===== src/rtl/alu_sequencer.sv =====
// ALU request sequencer: walks one 8085 ALU-register opcode through
// operand load, ALU execute and completion, and holds the Z/P/CY flags.
// Outputs decode only from the state register and the latched request,
// so start/opcode never reach an output combinationally.
//
// state | meaning
// IDLE  | waiting for start; request latched on acceptance
// LOAD  | accumulator to ACT, data bus to ALU TMP
// EXEC  | ALU computes, result written to A (except CMP), flags captured
// DONE  | completion pulse; optional accumulator drive onto data bus
module alu_sequencer (
  input  logic       clk,
  input  logic       rst,
  input  logic       start,
  input  logic [7:0] opcode,
  input  logic       drive_result,
  input  logic       alu_zero,
  input  logic       alu_parity,
  input  logic       alu_carry,
  output logic       select_op1,
  output logic       select_op2,
  output logic       select_neg,
  output logic       select_ncarry_1,
  output logic       select_shift_right,
  output logic       shift_right_in,
  output logic       a_to_act,
  output logic       dbus_to_act,
  output logic       write_dbus_to_alu_tmp,
  output logic       alu_to_a,
  output logic       sel_alu_a,
  output logic       alu_a_to_dbus,
  output logic       sel_0_fe,
  output logic       fe_0_to_act,
  output logic       busy,
  output logic       done,
  output logic       illegal,
  output logic       flag_z,
  output logic       flag_p,
  output logic       flag_cy
);

  typedef enum logic [1:0] {
    ST_IDLE = 2'd0,
    ST_LOAD = 2'd1,
    ST_EXEC = 2'd2,
    ST_DONE = 2'd3
  } state_t;

  localparam logic [4:0] CLS_ADD = 5'b10000;
  localparam logic [4:0] CLS_SUB = 5'b10010;
  localparam logic [4:0] CLS_XRA = 5'b10101;
  localparam logic [4:0] CLS_ORA = 5'b10110;
  localparam logic [4:0] CLS_CMP = 5'b10111;

  state_t     state_q, state_d;
  logic [7:0] opcode_q, opcode_d;
  logic       drive_q, drive_d;
  logic       illegal_q, illegal_d;
  logic       flag_z_q, flag_z_d;
  logic       flag_p_q, flag_p_d;
  logic       flag_cy_q, flag_cy_d;

  logic       legal_in;
  logic [4:0] cls_q;
  logic       unused_opcode_lsbs;

  assign cls_q              = opcode_q[7:3];
  assign unused_opcode_lsbs = ^opcode_q[2:0];
  assign legal_in = (opcode[7:3] == CLS_ADD) || (opcode[7:3] == CLS_SUB) ||
                    (opcode[7:3] == CLS_XRA) || (opcode[7:3] == CLS_ORA) ||
                    (opcode[7:3] == CLS_CMP);

  // State, latched request and flags; reset clears everything.
  always_ff @(posedge clk) begin
    if (rst) begin
      state_q   <= ST_IDLE;
      opcode_q  <= 8'h00;
      drive_q   <= 1'b0;
      illegal_q <= 1'b0;
      flag_z_q  <= 1'b0;
      flag_p_q  <= 1'b0;
      flag_cy_q <= 1'b0;
    end else begin
      state_q   <= state_d;
      opcode_q  <= opcode_d;
      drive_q   <= drive_d;
      illegal_q <= illegal_d;
      flag_z_q  <= flag_z_d;
      flag_p_q  <= flag_p_d;
      flag_cy_q <= flag_cy_d;
    end
  end

  // Next-state, request capture and flag update at the end of EXEC.
  always_comb begin
    state_d   = state_q;
    opcode_d  = opcode_q;
    drive_d   = drive_q;
    illegal_d = illegal_q;
    flag_z_d  = flag_z_q;
    flag_p_d  = flag_p_q;
    flag_cy_d = flag_cy_q;
    case (state_q)
      ST_IDLE: begin
        if (start) begin
          opcode_d  = opcode;
          drive_d   = drive_result;
          illegal_d = ~legal_in;
          state_d   = legal_in ? ST_LOAD : ST_DONE;
        end
      end
      ST_LOAD: state_d = ST_EXEC;
      ST_EXEC: begin
        state_d  = ST_DONE;
        flag_z_d = alu_zero;
        flag_p_d = alu_parity;
        // The ALU reports an inverted carry for additions.
        if (cls_q == CLS_ADD)                             flag_cy_d = ~alu_carry;
        else if ((cls_q == CLS_SUB) || (cls_q == CLS_CMP)) flag_cy_d = alu_carry;
        else                                              flag_cy_d = 1'b0;
      end
      ST_DONE: state_d = ST_IDLE;
      default: state_d = ST_IDLE;
    endcase
  end

  // Strobe and ALU control decode from state and latched request only.
  always_comb begin
    select_op1            = 1'b0;
    select_op2            = 1'b0;
    select_neg            = 1'b0;
    select_ncarry_1       = 1'b0;
    a_to_act              = 1'b0;
    write_dbus_to_alu_tmp = 1'b0;
    alu_to_a              = 1'b0;
    sel_alu_a             = 1'b0;
    alu_a_to_dbus         = 1'b0;
    done                  = 1'b0;
    illegal               = 1'b0;
    case (state_q)
      ST_LOAD: begin
        a_to_act              = 1'b1;
        write_dbus_to_alu_tmp = 1'b1;
      end
      ST_EXEC: begin
        sel_alu_a = 1'b1;
        alu_to_a  = (cls_q != CLS_CMP);
        case (cls_q)
          CLS_ADD: select_op1 = 1'b1;
          CLS_SUB, CLS_CMP: begin
            select_op1 = 1'b1;
            select_neg = 1'b1;
          end
          CLS_XRA: begin
            select_op1      = 1'b1;
            select_ncarry_1 = 1'b1;
          end
          CLS_ORA: select_ncarry_1 = 1'b1;
          default: ;
        endcase
      end
      ST_DONE: begin
        done          = 1'b1;
        illegal       = illegal_q;
        alu_a_to_dbus = drive_q & ~illegal_q;
      end
      default: ;
    endcase
  end

  assign busy               = (state_q != ST_IDLE);
  assign select_shift_right = 1'b0;
  assign shift_right_in     = 1'b0;
  assign dbus_to_act        = 1'b0;
  assign sel_0_fe           = 1'b0;
  assign fe_0_to_act        = 1'b0;
  assign flag_z             = flag_z_q;
  assign flag_p             = flag_p_q;
  assign flag_cy            = flag_cy_q;

endmodule

===== config.mk =====
export PLATFORM = sky130hd
export DESIGN_NAME = alu_sequencer
export DESIGN_NICKNAME = d
export VERILOG_FILES = /design/src/rtl/alu_sequencer.sv
export SDC_FILE = /design/constraint.sdc
export NUM_CORES = 1
export LEC_CHECK = 0
export CAP_MARGIN = 10
export CELL_PAD_IN_SITES_DETAIL_PLACEMENT = 1
export CELL_PAD_IN_SITES_GLOBAL_PLACEMENT = 2
export CORE_MARGIN = 1
export CORE_UTILIZATION = 24
export CTS_BUF_LIST = sky130_fd_sc_hd__clkbuf_8
export DETAILED_ROUTE_END_ITERATION = 8
export GPL_TIMING_DRIVEN = 1
export PLACE_DENSITY_LB_ADDON = 0.15
export REMOVE_ABC_BUFFERS = 1
export SLEW_MARGIN = 20
export SYNTH_ARGS = -nofsm -noshare
export SYNTH_HDL_FRONTEND = slang
export SYNTH_SLANG_ARGS = --single-unit

===== constraint.sdc =====
create_clock -name clk -period 1.9 [get_ports clk]
set_input_delay 0.285 -clock clk [delete_from_list [all_inputs] [get_ports clk]]
set_output_delay 0.285 -clock clk [all_outputs]
set_load 0.1 [all_outputs]

# After elaboration in Yosys (flattened, before gate mapping)
# Index checks and enable logic that the tools add are counted.
classes:
  n_shift: 0
  bitwise: 4
  div_mod_pow: 0
  n_mux: 17
  mul: 0
  addsub: 0
  n_eq_ne: 15
  order_cmp: 0
  n_reduce_logical: 11
op_table:
  columns: ["op", "count"]
  rows:
  - ["$eq 5x5->1 const B", 10]
  - ["$mux 1", 14]
  - ["$pmux 2 s4", 1]
  - ["$logic_or 1x1->1", 5]
  - ["$ne 5x5->1 const B", 1]
  - ["$eq 2x2->1 const B", 2]
  - ["$mux 2", 2]
  - ["$reduce_or 2->1", 2]
  - ["$reduce_or 4->1", 1]
  - ["$not 1->1", 3]
  - ["$eq 2x1->1 const B", 1]
  - ["$logic_not 2->1", 1]
  - ["$ne 2x2->1 const B", 1]
  - ["$reduce_and 2->1", 1]
  - ["$reduce_bool 2->1", 1]
  - ["$and 1x1->1", 1]
totals:
  romBits: 0
  wordCells: 54
  memories: 0
  out_inout_bits: 20
  ramBits: 0
  regBits: 15
  latch_bits: 0

# Logic depth before layout (Yosys ltp)
depth:
  depth_word: 8
  mapped_depth: 6

# Worst setup path after synthesis
# OpenSTA, ideal clock, no wires.
synth_timing:
  path_kind: "reg-to-output"
  from: "reg state_q[0]"
  to: "out select_neg"
  t_required_ps: 1615
  path_buffers: 1
  t_arrival_ps: 3648
  path_stages_with_launch: 7
  slack_ps: -2033
  cell_sequence: "dfxtp_1 > inv_1 > ha_1 > clkbuf_2 > nand3b_1 > nor2_1 > and2_2"
synth_between:
  elab_chain_len: 2
synth_rtl:
  columns: ["item", "line_no", "source"]
  rows:
  - ["start: declaration", "55", "state_t state_q, state_d;"]
  - ["start signal: assignment", "84", "state_q <= state_d;"]
  - ["$eq 2x2->1", "140", "case (state_q)"]
  - ["$mux 1", "140", null]
  - ["end: declaration", "22", "output logic select_neg,"]
# Every way passes these cells.

# Final worst setup path
# Same ends and word-level chain as after synthesis.

==> flow_metrics.py <==
metrics = {
    "cells_and_area": {
        "multi_input_area_um2": 400,
        "fin_cells": 145,
        "nets": 136,
        "antenna_cells": 0,
        "fillers": 333,
        "final-seq-area_um2": 241,
        "utilization_pct": 40.2,
        "postLayoutCellArea_um2": 1130,
        "drive_gt1_share_pct": 21.9,
        "syn_to_final_growth_pct": 56.4,
    },
    "drt": {
        "highest_layer": "met4",
        "dr_wl_met2_um": 856,
        "vias": 650,
        "ant_nets": 0,
        "wl_per_cell_um": 12.1,
        "via_per_inst": 4.48,
        "wl_met1_um": 816,
        "dr.pass1.iters": 6,
        "drt_iter0_drc": 20,
        "wirelength_mm": 1.76,
        "dr_wl_met3_um": 54,
        "drc": 6,
    },
    "yosys": {
        "synth_largest_area_cell": "dfxtp_1",
        "ys_top_cells_by_area": "dfxtp_1 33%, ha_1 8.7%, buf_4 7.3%, nand3_1 5.6%, nand2_1 5.2%",
        "post-synth-top-count-cell": "dfxtp_1",
        "yosysTopAreaCellShare_pct": 33.3,
        "synth-edff-count": 0,
        "synth_area_per_cell_um2": 8.10,
        "ys_top_cells_by_count": "12 x dfxtp_1, 10 x nand2_1, 8 x nand3_1, 8 x nor2_1",
        "synth_cells": 89,
        "ys.warnings.count": 0,
        "ys_async_sr_fraction_pct": 0,
        "synth_seq_cells": 12,
        "yosysUniqueCellTypes": 28,
        "yosysSeqAreaShare_pct": 33.3,
        "synth_ff_type": "dfxtp_1",
        "syn_area_um2": 721,
    },
    "worst_setup_path": {
        "crit_type": "flip-flop to output pin",
        "required_ns": 1.62,
        "cp-end-kind": "output pin",
        "arrival_ns": 1.48,
        "start_kind": "flip-flop",
        "path_max_fanout": 4,
    },
    "min_path": {
        "hp-class": "flip-flop to flip-flop",
    },
    "place": {
        "placement.cell_area_um2": 1080,
        "place_ws_ns": 0.251,
        "dpl.hpwl_mm": 1.41,
        "place.gp.congestion": 0.728,
        "dp_cells": 141,
        "io_buffers": 25,
    },
    "clock_network": {
        "h-tree-depth": 1,
        "cts_tree": "built",
        "clk_path_buf_depth": 2,
        "root_buffer": "clkbuf_8",
        "cts_made_buffers": 3,
        "clkSinkCount": 12,
        "clkSlewWorstSetupHoldPaths_ns": 0.05,
        "clk_latency_ns": 0.24,
    },
    "global_routing": {
        "track_usage_pct": 12.1,
        "first_global_vias": 626,
        "grt_pass1_wl_mm": 2.91,
        "overflow": 0,
        "grt_start_max_net_pins": 12,
        "antenna_found_initial": 0,
    },
    "power": {
        "power_per_cell_area_nw_per_um2": 1480,
        "vdd_drop_max_mv": 0.825,
        "leakage_nw": 0.472,
    },
    "die": {
        "coreArea_um2": 2810,
        "core.rowCount": 19,
        "die_h_um": 56.8,
        "dieArea_um2": 3230,
        "fp.dieW_um": 56.8,
        "io_pins": 35,
        "start_util_pct": 25.7,
    },
    "timing": {
        "fin_ws_ns": 0.132,
        "min_period_ns": 1.77,
        "setup_viol": 0,
        "finalHoldViolCount": 0,
        "timing.setup.tns_ns": 0,
        "finalCritPeriodShare_pct": 93.1,
        "fmax_ghz": 0.565,
        "finClkSkew_ns": 0.00328,
        "drv_slew": 0,
        "rsz0062_at_grt": "no",
    },
    "run_status": {
        "status": "finished, violations left",
        "violations": "DRC",
    },
    "flow_run": {
        "max-cap-violations": 0,
    },
}
-- per-stage QoR --
step	power, mW	hold WS [ns]
finish	1.67	0.468
CTS	1.69	0.473
detailed placement	1.45	0.465
global placement	1.45	0.459
global route	1.75	0.498
floorplan	1.09	0.350
-- logic make-up (layout without fill, tap and decap cells) --
family | after synthesis | in the layout | synth area share, %
compound gates | 14 | 14 | 14.8
other cells | 1 | 6 | 0.520
mux | 2 | 2 | 2.78
simple gates | 34 | 34 | 22.6
xor+xnor | 3 | 3 | 3.65
fa+ha+maj | 5 | 5 | 8.68
flops | 12 | 12 | 33.3
buf+inv | 18 | 38 | 13.7
-- layout make-up --
class	count	share of cell area (%)
Timing Repair Buffer	29	34.0
Clock buffer	3	3.66
Multi-Input combinational cell	64	35.5
Tap cell	31	3.44
Sequential cell	12	21.4
Inverter	6	2.00
-- per-layer routing --
layer  vias up  global-route usage [%]
li1        333                       -
met3         2                    2.07
met1       299                    15.1
met4         0                    7.32
met2        16                    19.2
met5         -                       0
-- path summary, 6_finish.rpt --
check                   from         end  slack (ns)  cells after the start
setup reg to reg  state_q[1]  state_q[1]        0.47                      5
hold reg to reg      drive_q     drive_q        0.47                      2
hold / removal       drive_q     drive_q        0.47                      2
setup / recovery  state_q[0]  select_neg        0.13                      6
-- critical path: stages (launching register included) --
cell,delay [ns]
dfxtp_2,0.34
inv_1,0.10
ha_1,0.19
nand3b_1,0.14
nor2_1,0.14
and2_2,0.18
buf_12,0.17
-- placed cells by master (no fill, tap or decap), types with 3 or more instances in the layout --
cell type	Yosys	final
inv_1	6	6
nand2_1	10	10
buf_12	0	11
clkbuf_8	0	3
ha_1	5	5
conb_1	1	6
dfxtp_1	12	11
nand3_1	8	8
buf_4	7	7
xor2_1	3	3
clkdlybuf4s50_1	0	11
nor2_1	8	8
a21oi_1	7	7
-- sequential cells by signal (all words and copies together), names as in the netlist --
signal,count
flag_p,1
opcode_q,5
flag_cy,1
state_q,2
drive_q,1
flag_z,1
illegal_q,1
-- power breakdown --
part           internal [mW]  switching, mW
Clock                  0.139         0.0863
Combinational          0.358          0.731
Sequential             0.305         0.0510
Total                  0.802          0.868
-- repair_timing --
item,4_1_cts,5_1_grt
hold buffers,0,0
buffers inserted,0,1
setup endpoints to repair,0,2
resized for setup,0,1
(Power assumes the default switching activity.)
